### src/rtl/apb_bridge_pkg.sv
// Shared definitions for the APB master bridge: FSM state type and the
// helper that sizes the wait-state counter from the timeout setting.
package apb_bridge_pkg;

    typedef enum logic [1:0] {
        IDLE   = 2'd0,
        SETUP  = 2'd1,
        ACCESS = 2'd2
    } apbState_e;

    // Bits needed to hold 0..timeoutCycles, never less than one bit so a
    // disabled timeout still yields a legal vector.
    function automatic int cntWidth(input int timeoutCycles);
        if (timeoutCycles < 1) begin
            return 1;
        end
        return $clog2(timeoutCycles + 1);
    endfunction

endpackage

### src/rtl/apb_timeout_cnt.sv
// Wait-state counter for the APB ACCESS phase. Counts cycles in which the
// slave stalls, saturates at the limit, and flags the stall that would make
// the count reach the limit. A limit of zero disables expiry.
module apb_timeout_cnt #(
    parameter int CNT_WIDTH = 8
) (
    input  logic                 clk_i,
    input  logic                 rst_i,
    input  logic                 clear_i,
    input  logic                 enable_i,
    input  logic [CNT_WIDTH-1:0] limit_i,
    output logic                 expired_o
);

    logic [CNT_WIDTH-1:0] count_q;
    logic [CNT_WIDTH-1:0] count_d;
    logic                 atLimit;

    assign atLimit = (count_q == limit_i);

    // Expiry fires on the stall cycle that completes the allowed number of
    // wait cycles, so the master can leave ACCESS on the following edge.
    assign expired_o = enable_i && (limit_i != '0)
                       && (count_q == (limit_i - CNT_WIDTH'(1)));

    // Next count: clear wins, otherwise step on a stall until saturated.
    always_comb begin
        count_d = count_q;
        if (clear_i) begin
            count_d = '0;
        end else if (enable_i && !atLimit) begin
            count_d = count_q + CNT_WIDTH'(1);
        end
    end

    // Counter register.
    always_ff @(posedge clk_i or posedge rst_i) begin
        if (rst_i) begin
            count_q <= '0;
        end else begin
            count_q <= count_d;
        end
    end

endmodule

### src/rtl/apb_master_bridge.sv
// Single-outstanding bridge from a simple req/gnt core port to an APB
// master. All APB controls and the response strobe come straight from
// flops so the bus sees glitch-free signals.
module apb_master_bridge
    import apb_bridge_pkg::*;
#(
    parameter int APB_ADDR_WIDTH = 32,
    parameter int APB_DATA_WIDTH = 32,
    parameter int TIMEOUT_CYCLES = 255
) (
    input  logic                      clk_i,
    input  logic                      rst_i,
    input  logic                      req_i,
    output logic                      gnt_o,
    input  logic [APB_ADDR_WIDTH-1:0] addr_i,
    input  logic                      we_i,
    input  logic [APB_DATA_WIDTH-1:0] wdata_i,
    output logic                      rvalid_o,
    output logic [APB_DATA_WIDTH-1:0] rdata_o,
    output logic                      err_o,
    output logic                      psel_o,
    output logic                      penable_o,
    output logic                      pwrite_o,
    output logic [APB_ADDR_WIDTH-1:0] paddr_o,
    output logic [APB_DATA_WIDTH-1:0] pwdata_o,
    input  logic [APB_DATA_WIDTH-1:0] prdata_i,
    input  logic                      pready_i,
    input  logic                      pslverr_i
);

    localparam int CntW = cntWidth(TIMEOUT_CYCLES);
    localparam logic [CntW-1:0] TimeoutLimit = CntW'(TIMEOUT_CYCLES);

    apbState_e                 state_q;
    logic [APB_ADDR_WIDTH-1:0] addr_q;
    logic                      write_q;
    logic [APB_DATA_WIDTH-1:0] wdata_q;
    logic                      psel_q;
    logic                      penable_q;
    logic                      rvalid_q;
    logic                      err_q;
    logic [APB_DATA_WIDTH-1:0] rdata_q;

    logic grant;
    logic cntEnable;
    logic cntExpired;

    // Accept only from IDLE; reset also masks the grant.
    assign grant     = req_i && (state_q == IDLE) && !rst_i;
    assign cntEnable = (state_q == ACCESS) && !pready_i;

    apb_timeout_cnt #(
        .CNT_WIDTH (CntW)
    ) u_timeout_cnt (
        .clk_i     (clk_i),
        .rst_i     (rst_i),
        .clear_i   (grant),
        .enable_i  (cntEnable),
        .limit_i   (TimeoutLimit),
        .expired_o (cntExpired)
    );

    assign gnt_o     = grant;
    assign psel_o    = psel_q;
    assign penable_o = penable_q;
    assign pwrite_o  = write_q;
    assign paddr_o   = addr_q;
    assign pwdata_o  = wdata_q;
    assign rvalid_o  = rvalid_q;
    assign rdata_o   = rdata_q;
    assign err_o     = err_q;

    // Transaction FSM with registered APB controls and one-cycle response.
    always_ff @(posedge clk_i or posedge rst_i) begin
        if (rst_i) begin
            state_q   <= IDLE;
            addr_q    <= '0;
            write_q   <= 1'b0;
            wdata_q   <= '0;
            psel_q    <= 1'b0;
            penable_q <= 1'b0;
            rvalid_q  <= 1'b0;
            err_q     <= 1'b0;
            rdata_q   <= '0;
        end else begin
            rvalid_q <= 1'b0;
            err_q    <= 1'b0;
            rdata_q  <= '0;
            case (state_q)
                IDLE: begin
                    if (grant) begin
                        addr_q  <= addr_i;
                        write_q <= we_i;
                        wdata_q <= wdata_i;
                        psel_q  <= 1'b1;
                        state_q <= SETUP;
                    end
                end
                SETUP: begin
                    penable_q <= 1'b1;
                    state_q   <= ACCESS;
                end
                ACCESS: begin
                    if (pready_i) begin
                        psel_q    <= 1'b0;
                        penable_q <= 1'b0;
                        rvalid_q  <= 1'b1;
                        err_q     <= pslverr_i;
                        rdata_q   <= write_q ? '0 : prdata_i;
                        state_q   <= IDLE;
                    end else if (cntExpired) begin
                        psel_q    <= 1'b0;
                        penable_q <= 1'b0;
                        rvalid_q  <= 1'b1;
                        err_q     <= 1'b1;
                        state_q   <= IDLE;
                    end
                end
                default: begin
                    psel_q    <= 1'b0;
                    penable_q <= 1'b0;
                    state_q   <= IDLE;
                end
            endcase
        end
    end

endmodule

### config.mk
export PLATFORM = sky130hd
export DESIGN_NAME = apb_master_bridge
export DESIGN_NICKNAME = d
export VERILOG_FILES = /design/src/rtl/apb_bridge_pkg.sv /design/src/rtl/apb_timeout_cnt.sv /design/src/rtl/apb_master_bridge.sv
export SDC_FILE = /design/constraint.sdc
export NUM_CORES = 1
export LEC_CHECK = 0
export BUFFER_PORTS_ARGS = -buffer_cell sky130_fd_sc_hd__buf_2
export CAP_MARGIN = 20
export CORE_MARGIN = 2
export CORE_UTILIZATION = 36
export CTS_BUF_LIST = sky130_fd_sc_hd__clkbuf_16
export DETAILED_ROUTE_END_ITERATION = 12
export PLACE_DENSITY = 0.67
export SLEW_MARGIN = 30
export SYNTH_ARGS = -nofsm -noshare
export SYNTH_HDL_FRONTEND = slang
export SYNTH_SLANG_ARGS = --single-unit
### constraint.sdc
create_clock -name clk_i -period 3.05 [get_ports clk_i]
set_input_delay 0.305 -clock clk_i [delete_from_list [all_inputs] [get_ports clk_i]]
set_output_delay 0.305 -clock clk_i [all_outputs]
set_load 0.05 [all_outputs]
-- Word-level counts from Yosys, hierarchy flattened
Index checks and enable logic that the tools add are counted.
Widths: inputs -> output; s select.
- eq/ne operators: 6
- bitwise gates (word level): 2
- mux-type cells: 19
- reduce and logical (&&, ||, !) cells: 14
- $add $sub $neg: 1
- operator list (kind ; number):
    $mux 32 ; 3
    $eq 8x8->1 const B ; 2
    $mux 8 ; 2
    $add 8x1->8 const B ; 1
    $mux 1 ; 8
    $mux 2 ; 3
    $pmux 1 s3 ; 2
    $pmux 2 s3 ; 1
    $reduce_and 2->1 ; 3
    $logic_and 1x1->1 ; 5
    $logic_not 1->1 ; 3
    $ne 3x3->1 const B ; 1
    $reduce_and 3->1 ; 1
    $eq 2x1->1 const B ; 1
    $eq 2x2->1 const B ; 1
    $logic_not 2->1 ; 1
    $ne 2x2->1 const B ; 1
    $not 1->1 ; 2
    $reduce_bool 2->1 ; 1
- input bits: 102
- output and inout bits: 102
- logic and storage cells: 52
- bits in registers: 111

-- Logic depth before layout (Yosys ltp)
Gate-level depths: netlist (run 1).
- depth after elaboration: 6
- gate-level depth with buffers: 6
- mapped depth without buffers: 6

-- By module
Synthesis (run 1) repeated with hierarchy kept, for this count alone.
- cell total of the unflattened synthesis: 312
- area, all modules: 4426.7 µm²
- by module, submodules not included (module ; times used ; cells each ; area each (µm²) ; seq. area each (µm²)):
    apb_master_bridge ; 1 ; 226 ; 3694.8 ; 2577.5
    apb_timeout_cnt ; 1 ; 86 ; 732.0 ; 200.2

-- Worst setup path after synthesis (run 1)
OpenSTA, ideal clock, no wires.
- path kind: reg2reg
- from: reg state_q[1]
- to: reg addr_q[0], in the netlist paddr_o[0]
- path buffers: 3
- data arrival time: 1.414 ns
- setup time: 0.127 ns
- slack: 1.508 ns
- cell stages (with the launch flop): 6
- cells stage by stage: dfrtp_1 > buf_6 > nor4b_4 > buf_4 > buf_6 > mux2_1
- cells in the longest elaborated chain, start to end: 4
- RTL lines (element ; line ; RTL):
    start, declared ; apb_master_bridge.sv:34 ; apbState_e state_q;
    start signal, assigned ; apb_master_bridge.sv:76 ; state_q <= IDLE;
    start signal, assigned ; apb_master_bridge.sv:96 ; state_q <= SETUP;
    start signal, assigned ; apb_master_bridge.sv:101 ; state_q <= ACCESS;
    $logic_not 2->1 * ; apb_master_bridge.sv:49, apb_master_bridge.sv:89 ;
    $logic_and 1x1->1 (2 in series) ; apb_master_bridge.sv:49 ; assign grant = req_i && (state_q == IDLE) && !rst_i;
    $reduce_and 2->1 (no source line) * ; n/a ;
    end signal, assigned ; apb_master_bridge.sv:92 ; addr_q <= addr_i;
    end, declared ; apb_master_bridge.sv:35 ; logic [APB_ADDR_WIDTH-1:0] addr_q;
Mark *: on every way between the ends. The rest lies on a longest branch, timed or not.
A chain may end at the register's enable or synchronous reset.

-- Worst setup path in the final report (run 1)
- from: reg state_q[0]
- to: out gnt_o
- cells in the longest elaborated chain, start to end: 3
- RTL lines (element ; line ; RTL):
    $logic_not 2->1 ; apb_master_bridge.sv:49 ;
    $logic_and 1x1->1 (2 in series) ; apb_master_bridge.sv:49 ;
    end, declared ; apb_master_bridge.sv:14 ; output logic gnt_o,
Every way passes these cells.

==> run_results.csv, run 1 <==
group,metric,value,unit
yosys,synth.largest_area_cell,"dfrtp_1",
yosys,synth_edf_count,0,
yosys,yosysMostFrequentCell,"dfrtp_1",
die,die_x,112,microns
cts,cts_tree,"yes",
layout,syn_to_final_growth,33.9,%
yosys,syn_area,0.00421,sq mm
worst_setup_path,worstSetupStartpointType,"flop",
yosys,syn_inst,280,
yosys,yosys_warnings,0,
layout,nFillCells,1031,
layout,multi_input_area,0.00132,sq mm
place,placed_cell_area,0.00537,sq mm
worst_setup_path,critPathKind,"flop to primary output",
routing,drc_errors,0,
cts,h-tree-depth,3,
pwr,powerDensity,824,mW/mm^2
cts,cts_buffer_depth,2,
die,rows,39,
layout,final_layout_size_suffix_gt1_frac,0.525,
place,port_buffers,203,
yosys,ys_top_cells_by_area,"dfrtp_1 66%, mux2_1 11%, mux2_2 6.7%",
cts,clk-insertion-delay-late,0.34,ns
run,drv_cap,0,
worst_setup_path,crit_fanout,7,
grt,grt_pass1_wl,15.0,mm
yosys,syn_area_per_cell,15.0,sq um
yosys,ys.flop_type,"dfrtp_1",
layout,final_net_count,590,
sta,setup_violations,0,
die,die_area,0.0126,sq mm
sta,drv_slew,0,
sta,hold_viol,0,
yosys,async_flop_share,1.00,
hold_path,min_path_type,"primary input to asynchronous set/reset pin",
outcome,outcome,"complete, no violations",
yosys,ys_ff_latch,111,
cts,cts-root-buf,"clkbuf_16",
grt,grt_pass1_vias,3069,
cts,postCtsSetupBuffers,0,
sta,fin_skew,0.00762,ns
worst_setup_path,required,2.74,ns
worst_setup_path,endpoint_kind,"primary output",
yosys,synth.distinct_cells,37,
yosys,yosysSeqAreaShare,0.660,
place,dp_hpwl,6.93,mm
sta,max_freq,0.494,GHz
worst_setup_path,arrival,1.72,ns
grt,overflow,0,
yosys,synth_fp_nets,384,
pwr,vdd_drop_max,541,uV
sta,tns,0,ns
routing,first_pass_iters,4,
sta,tightest_slew,0.607,ns
sta,slew_headroom,0.595,
sta,period_share,0.663,
sta,rsz0062_at_grt,"no",
routing,ant_nets,0,
yosys,yosysTopAreaCellShare,0.660,
cts,clkTransAtPathRegs,0.07,ns
routing,viasPerCell,4.62,
cts,cts_resized,0,
die,initial_core_util,0.369,
die,io_pins,204,
routing,vias,2929,
layout,final-seq-area,0.00278,sq mm
die,chipHeight,112,microns
routing,wl_per_cell,14.5,microns
yosys,synth_common_cells,"111 x dfrtp_1, 40 x mux2_1, 33 x and2_1, 25 x mux2_2, 10 x nor2_1",
place,gp_congestion,0.833,
grt,antenna_found_initial,0,
grt,grt_max_degree,64,
routing,dr.first_iter.drc_count,119,
layout,antennaDiodeCount,0,
routing,finalWirelength,9.22,mm
cts,numCtsBuffers,9,
cts,clock-sinks,111,
layout,stdcell_area,0.00564,sq mm
grt,track_usage,0.150,
die,core_area,0.0114,sq mm
cts,cts_hold_buf,0,
sta,min_period,2.02,ns
pwr,leakagePower,2.87,nW
## metrics by stage
stage / setup slack, ns / total power, mW / util / hold WS, ns / std cells
3_3_place_gp: 1.19 / 3.58 / 0.470 / 0.443 / 618
5_1_grt: 0.889 / 4.88 / 0.494 / 0.114 / 634
2_1_floorplan: 1.40 / 3.17 / - / 0.376 / 280
3_5_place_dp: 1.08 / 3.61 / 0.470 / 0.468 / 618
4_1_cts: 0.962 / 4.71 / 0.494 / 0.0837 / 634
6_report: 1.03 / 4.64 / 0.494 / 0.0702 / 634
## worst max-delay path: stages (launching register included)
cell and delay (ns):
dfrtp_1 0.46, nor4b_4 0.55, buf_2 0.36
## logic make-up (layout without fill, tap and decap cells)
family	count (synthesis)	after routing	synth area share
buffers and inverters	19	230	0.0285
AOI/OAI and AO/OA	15	15	0.0288
DFF	111	111	0.660
muxes	65	65	0.174
adders and majority gates	2	2	0.00594
and+or+nand+nor	66	66	0.0987
xor gates and xnor gates	2	2	0.00416
## final timing paths
check                             startpoint           end  slack [ns]  depth (start not counted)
worst max-delay path              state_q[0]         gnt_o        1.03                          2
worst min-delay path                   rst_i    paddr_o[4]        0.07                          2
worst max register to register    state_q[0]   paddr_o[20]        1.15                          3
worst min register to register  pwdata_o[27]  pwdata_o[27]        0.48                          1
max in group asynchronous              rst_i   paddr_o[11]        2.04                          3
min in group clk_i              prdata_i[10]   rdata_o[10]        0.16                          2
## cell usage in the layout (no fill, tap or decap), drive strengths merged
| master | netlist | routed |
|---|---|---|
| nor3 | 3 | 3 |
| a211oi | 2 | 2 |
| nor2 | 11 | 11 |
| or3b | 1 | 1 |
| nor3b | 1 | 1 |
| mux2 | 65 | 65 |
| ha | 2 | 2 |
| inv | 6 | 7 |
| o21bai | 2 | 2 |
| or2 | 1 | 1 |
| buf | 10 | 208 |
| o22ai | 1 | 1 |
| nand4b | 2 | 2 |
| nor4b | 2 | 2 |
| clkinv | 0 | 3 |
| clkinvlp | 0 | 3 |
| a41oi | 1 | 1 |
| clkbuf | 3 | 9 |
| and3 | 1 | 1 |
| a31oi | 2 | 2 |
| a21o | 1 | 1 |
| and4 | 1 | 1 |
| dfrtp | 111 | 111 |
| and2 | 33 | 33 |
| nand2 | 2 | 2 |
| a21oi | 2 | 2 |
| o21ai | 3 | 3 |
| nand3 | 4 | 4 |
| and4bb | 1 | 1 |
| o211ai | 1 | 1 |
| nand4 | 2 | 2 |
| xnor2 | 2 | 2 |
| nor4 | 1 | 1 |
## metal layers
metal	wire length [microns]	track usage
met1	3840	0.184
met2	4230	0.241
met3	949	0.0540
met4	195	0.0650
met5	0	0
## power by group
group	leakage (nW)	switching (mW)	internal [mW]	total, mW
sequential	1.39	0.144	1.75	1.89
clock	0.130	0.524	0.554	1.08
combinational	1.35	1.24	0.430	1.67
## cell type report
type                       instances  area share
timing repair buffer             208       0.189
tap                              143      0.0317
inverter                           6     0.00466
clock buffer                       9      0.0400
sequential                       111       0.493
multi-input combinational        150       0.234
clock inverter                     7     0.00821
## registers in the layout, summed over array words and instances, names as in the netlist
signal,count
pwrite_o,1
state_q,2
psel_o,1
paddr_o,32
u_timeout_cnt.count_q,8
rvalid_o,1
pwdata_o,32
err_o,1
penable_o,1
rdata_o,32
Power figures use the tool's default switching activity.
==> run 2, diff against run 1 <==
--- a/config.mk
+++ b/config.mk
@@ -11,7 +11,6 @@
 export CORE_UTILIZATION = 36
 export CTS_BUF_LIST = sky130_fd_sc_hd__clkbuf_16
 export DETAILED_ROUTE_END_ITERATION = 12
-export PLACE_DENSITY = 0.67
 export SLEW_MARGIN = 30
 export SYNTH_ARGS = -nofsm -noshare
 export SYNTH_HDL_FRONTEND = slang
==> constraint.sdc (replaced) <==
create_clock -name clk_i -period 1.93 [get_ports clk_i]
set_input_delay 0.193 -clock clk_i [delete_from_list [all_inputs] [get_ports clk_i]]
set_output_delay 0.193 -clock clk_i [all_outputs]
set_load 0.05 [all_outputs]
==> run 2 against run 1 <==
Compared with the run above:
- clock power rose by 68%
- global-route usage rose by 0.51 points
- non-clock buffer count rose by 5
- sequential share of layout area fell by 1.1 points
- power rose by 61%
- sequential power rose by 58%
- setup slack got worse by 0.94 ns
- final area rose by 2.4%
- clock-buffer cell count did not move
- worst hold slack got worse by 0.020 ns
- flip-flop and latch count did not move
- largest cell class unchanged
==> run_results.csv, run 2 (synthesized netlist as in run 1, its figures left out) <==
group,metric,value,unit
outcome,outcome,"complete, no violations",
grt,antenna_found_initial,0,
grt,track_usage,0.155,
worst_setup_path,max_stage_delay,0.46,ns
layout,final_net_count,595,
die,io_pins,204,
routing,viasPerCell,4.63,
routing,vias,2951,
pwr,powerDensity,1300,mW/mm^2
sta,max_freq,0.541,GHz
sta,fin_skew,0.00658,ns
cts,cts-root-buf,"clkbuf_16",
layout,final-instance-count-excl-fill,638,
worst_setup_path,critPathKind,"flop to primary output",
worst_setup_path,worstSetupStartpointType,"flop",
pwr,leakagePower,2.93,nW
die,core_area,0.0114,sq mm
place,dp_hpwl,6.60,mm
die,rows,39,
worst_setup_path,critPathMostFrequentCell,"buf_4",
grt,grt_pass1_wl,15.4,mm
routing,finalWirelength,9.51,mm
die,die_area,0.0126,sq mm
cts,h-tree-depth,3,
routing,wl_per_cell,14.9,microns
cts,cts_buffer_depth,2,
pwr,vdd_drop_max,717,uV
sta,slew_headroom,0.669,
layout,final_common_cell,"buf_2",
worst_setup_path,cp_top_family,"buffers and inverters",
die,die_x,112,microns
run,drv_cap,0,
place,gp_congestion,0.736,
layout,postLayoutCoreUtil,0.505,
layout,final_layout_size_suffix_gt1_frac,0.527,
place,dp_slack,0.161,ns
sta,hold_viol,0,
sta,tightest_slew,0.495,ns
cts,clkTransAtPathRegs,0.07,ns
die,chipHeight,112,microns
routing,drc_errors,0,
sta,rsz0062_at_grt,"no",
grt,grt_max_degree,39,
worst_setup_path,path_cells,"nor4b_4 -> buf_4 -> buf_12 -> buf_4",
cts,clk-insertion-delay-late,0.34,ns
worst_setup_path,arrival,1.65,ns
grt,overflow,0,
routing,dr.first_iter.drc_count,147,
hold_path,min_path_type,"primary input to flop",
worst_setup_path,cp_slowest_cell,"dfrtp_2",
cts,cts_tree,"yes",
worst_setup_path,crit_fanout,19,
cts,numCtsBuffers,9,
place,port_buffers,203,
sta,min_period,1.85,ns
layout,final_cell_mix,"202 x buf_2, 110 x dfrtp_1, 40 x mux2_1, 33 x and2_1, 25 x mux2_2",
worst_setup_path,worst-path-buf-inv,3,
layout,antennaDiodeCount,0,
sta,fin_ws,0.0831,ns
worst_setup_path,required,1.74,ns
sta,drv_slew,0,
sta,setup_violations,0,
sta,period_share,0.957,
cts,clock-sinks,111,
place,dp.cells,619,
layout,syn_to_final_growth,37.1,%
routing,ant_nets,0,
die,initial_core_util,0.369,
routing,first_pass_iters,4,
grt,grt_pass1_vias,3081,
sta,tns,0,ns
worst_setup_path,endpoint_kind,"primary output",
-- run 2: changes by cell type in the layout (fill, tap and decap cells not counted) --
cell	change
buf_12	+2
bufbuf_16	+2
clkinv_2	-2
clkinv_4	+2
inv_6	-2
buf_2	-1
buf_4	+1
bufinv_16	+1
clkinv_1	+1
clkinvlp_4	-1
dfrtp_1	-1
dfrtp_2	+1
dlygate4sd3_1	+1
-- run 2: metal layers --
metal,global-route usage,up-vias,wire (microns)
met1,0.197,1405,4010
met2,0.237,151,4250
met3,0.0632,14,1030
met5,0,-,0
met4,0.0650,0,212
li1,-,1381,-
-- run 2: timing repair --
item / 4_1_cts / 5_1_grt
cloned: 2 / 0
hold endpoints to repair: 18 / 0
hold buffers: 1 / 0
setup endpoints to repair: 1 / 1
setup buffers: 0 / 1
pin swaps: 1 / 1
resized for setup: 1 / 1
-- run 2: cell type report --
type | count | area [sq um]
sequential | 111 | 2780
fill | 1021 | 5650
clock inverter | 6 | 62.6
timing repair buffer | 213 | 1180
multi-input combinational | 150 | 1320
inverter | 6 | 26.3
tap | 143 | 179
clock buffer | 9 | 225
-- run 2: metrics by stage --
step                hold slack, ns  total power [mW]  cell area, sq um
finish                      0.0505              7.48              5770
global route                0.0377              7.84              5770
CTS                         0.0371              7.57              5760
detailed placement           0.292              5.72              5400
global placement             0.287              5.66              5400
floorplan                    0.264              5.02              4210
-- run 2: power by group --
| group | internal [mW] | leakage (nW) | switching (mW) |
|---|---|---|---|
| sequential | 2.76 | 1.39 | 0.222 |
| clock | 0.995 | 0.137 | 0.811 |
| combinational | 0.717 | 1.41 | 1.97 |
| total | 4.47 | 2.93 | 3.00 |
-- run 2: final timing paths --
| path | startpoint | to | slack [ns] | cells past startpoint |
|---|---|---|---|---|
| max in group asynchronous | rst_i | paddr_o[21] | 0.84 | 4 |
| worst min-delay path | prdata_i[14] | rdata_o[14] | 0.05 | 2 |
| worst max-delay path | state_q[0] | gnt_o | 0.08 | 4 |
| worst min register to register | pwdata_o[28] | pwdata_o[28] | 0.48 | 1 |
| min in group asynchronous | rst_i | state_q[1] | 0.50 | 3 |
| worst max register to register | state_q[0] | pwdata_o[31] | 0.17 | 4 |
==> run 3, diff against run 2 <==
--- a/config.mk
+++ b/config.mk
@@ -10,7 +10,10 @@
 export CORE_MARGIN = 2
 export CORE_UTILIZATION = 36
 export CTS_BUF_LIST = sky130_fd_sc_hd__clkbuf_16
+export CTS_CLUSTER_SIZE = 40
 export DETAILED_ROUTE_END_ITERATION = 12
+export PLACE_DENSITY_LB_ADDON = 0.2
+export RECOVER_POWER = 100
 export SLEW_MARGIN = 30
 export SYNTH_ARGS = -nofsm -noshare
 export SYNTH_HDL_FRONTEND = slang
==> run 3 against run 2 <==
Compared with the run above:
- worst hold slack lost 0.00088 ns
- combinational power shrank 6%
- sequential power is essentially flat
- largest power group unchanged
- clock skew grew 0.0021 ns
- critical path type unchanged
- fmax grew 1.2%
- setup slack gained 0.022 ns
- routed wire length shrank 2.9%
- sequential share of layout area grew 1.7 points
- utilization shrank 1.7 points
- critical path depth shrank 1
- flip-flop and latch count is the same
- highest routed layer unchanged
==> run_results.csv, run 3 (synthesized netlist as in run 1, its figures left out) <==
group,metric,value,unit
outcome,outcome,"complete, no violations",
die,io_pins,204,
worst_setup_path,required,1.74,ns
worst_setup_path,cp-startpoint,"state_q[0]",
sta,min_period,1.82,ns
run,drv_cap,0,
worst_setup_path,rr_startpoint,"state_q[0]",
routing,vias,2923,
layout,postLayoutCoreUtil,0.488,
place,port_buffers,203,
layout,antennaDiodeCount,0,
routing,dr.first_iter.drc_count,119,
place,dp_hpwl,6.71,mm
grt,grt_pass1_wl,14.8,mm
sta,fin_ws,0.105,ns
layout,final_common_cell,"dfrtp_1",
worst_setup_path,endpoint_kind,"primary output",
layout,syn_to_final_growth,32.5,%
grt,track_usage,0.148,
worst_setup_path,ff2ff_setup_slack,0.12,ns
cts,numCtsBuffers,9,
grt,grt_max_degree,52,
pwr,powerDensity,1320,mW/mm^2
layout,final_net_count,595,
layout,final_layout_size_suffix_gt1_frac,0.308,
cts,clk-insertion-delay-late,0.34,ns
cts,clkTransAtPathRegs,0.07,ns
routing,wl_per_cell,14.4,microns
pwr,vdd_drop_max,723,uV
sta,setup_violations,0,
routing,wl_met2,4.15,mm
die,initial_core_util,0.369,
hold_path,min_from,"prdata_i[10]",
sta,tightest_slew,0.983,ns
worst_setup_path,worstSetupStartpointType,"flop",
routing,met1_length,3.83,mm
routing,finalWirelength,9.23,mm
sta,fin_skew,0.00864,ns
cts,cts_tree,"yes",
layout,nFillCells,1084,
cts,cts_buffer_depth,2,
grt,antenna_found_initial,0,
routing,top_layer,"met4",
routing,first_pass_iters,2,
die,core_area,0.0114,sq mm
routing,route.met3.wl,1.10,mm
sta,drv_slew,0,
routing,ant_nets,0,
worst_setup_path,critPathKind,"flop to primary output",
grt,overflow,0,
cts,clock-sinks,111,
sta,max_freq,0.548,GHz
hold_path,min_path_type,"primary input to flop",
cts,h-tree-depth,3,
grt,grt_pass1_vias,3074,
die,die_x,112,microns
die,chipHeight,112,microns
sta,tns,0,ns
sta,rsz0062_at_grt,"no",
layout,final_cell_mix,"111 x dfrtp_1, 105 x clkbuf_1, 100 x buf_2, 40 x mux2_1, 25 x mux2_2",
place,gp_congestion,0.824,
worst_setup_path,arrival,1.63,ns
sta,hold_viol,0,
place,dp_slack,0.229,ns
sta,period_share,0.945,
cts,cts-root-buf,"clkbuf_16",
pwr,leakagePower,2.56,nW
routing,drc_errors,0,
sta,fin_hold_ws,0.0496,ns
sta,slew_headroom,0.341,
die,rows,39,
routing,viasPerCell,4.57,
die,die_area,0.0126,sq mm
worst_setup_path,crit_fanout,17,
==> run 3: cell types whose count changed in the layout (fill, tap and decap cells not counted), moves of 2 or more <==
cell       delta
clkbuf_1    +105
buf_2       -102
buf_4         -4
inv_6         +2
and2_0        +9
and2_1        -9
clkinv_4      -2
bufbuf_16     -2
==> run 3: per-stage QoR <==
step | instances | area (sq um) | power [mW]
global route | 639 | 5580 | 7.72
floorplan | 280 | 4210 | 5.02
CTS | 636 | 5720 | 7.60
global placement | 619 | 5410 | 5.68
finish | 639 | 5580 | 7.36
detailed placement | 619 | 5410 | 5.72
==> run 3: power by group <==
group	switching, mW	total (mW)	internal, mW
clock	0.832	1.84	1.01
combinational	1.96	2.53	0.563
sequential	0.229	2.99	2.76
total	3.02	7.36	4.33
==> run 3: area by class of cell <==
type / instances / area, sq um / share of cell area
clock inverters: 7 / 71.3 / 0.0128
clock buffers: 9 / 225 / 0.0404
inverters: 6 / 23.8 / 0.00426
repair buffers: 213 / 996 / 0.179
flip-flops and latches: 111 / 2780 / 0.498
well taps: 143 / 179 / 0.0321
multi-input cells: 150 / 1300 / 0.234
==> run 3: worst max-delay path, cell delays in order (launching register included) <==
cell     delay, ns
dfrtp_1       0.46
nor4b_4       0.40
buf_12        0.21
buf_4         0.21
==> run 3: metal layers <==
layer,vias up,GRT usage
met1,1373,0.180
met5,-,0
li1,1385,-
met2,154,0.227
met3,11,0.0670
met4,0,0.0634
==> run 3: what timing repair did <==
action | 4_1_cts | 5_1_grt
cloned | 0 | 1
pin swaps | 1 | 1
endpoints found under the hold margin | 18 | 0
resized for setup | 1 | 0
setup buffers | 0 | 2
hold buffers | 1 | 0
endpoints found under the setup margin | 1 | 1
==> run 3: worst paths after layout <==
kind	cells past startpoint	end
min in group asynchronous	3	u_timeout_cnt.count_q[3]
worst min register to register	1	paddr_o[12]
max in group asynchronous	4	pwdata_o[0]
worst max-delay path	3	gnt_o
worst min-delay path	2	rdata_o[10]
worst max register to register	4	pwdata_o[9]
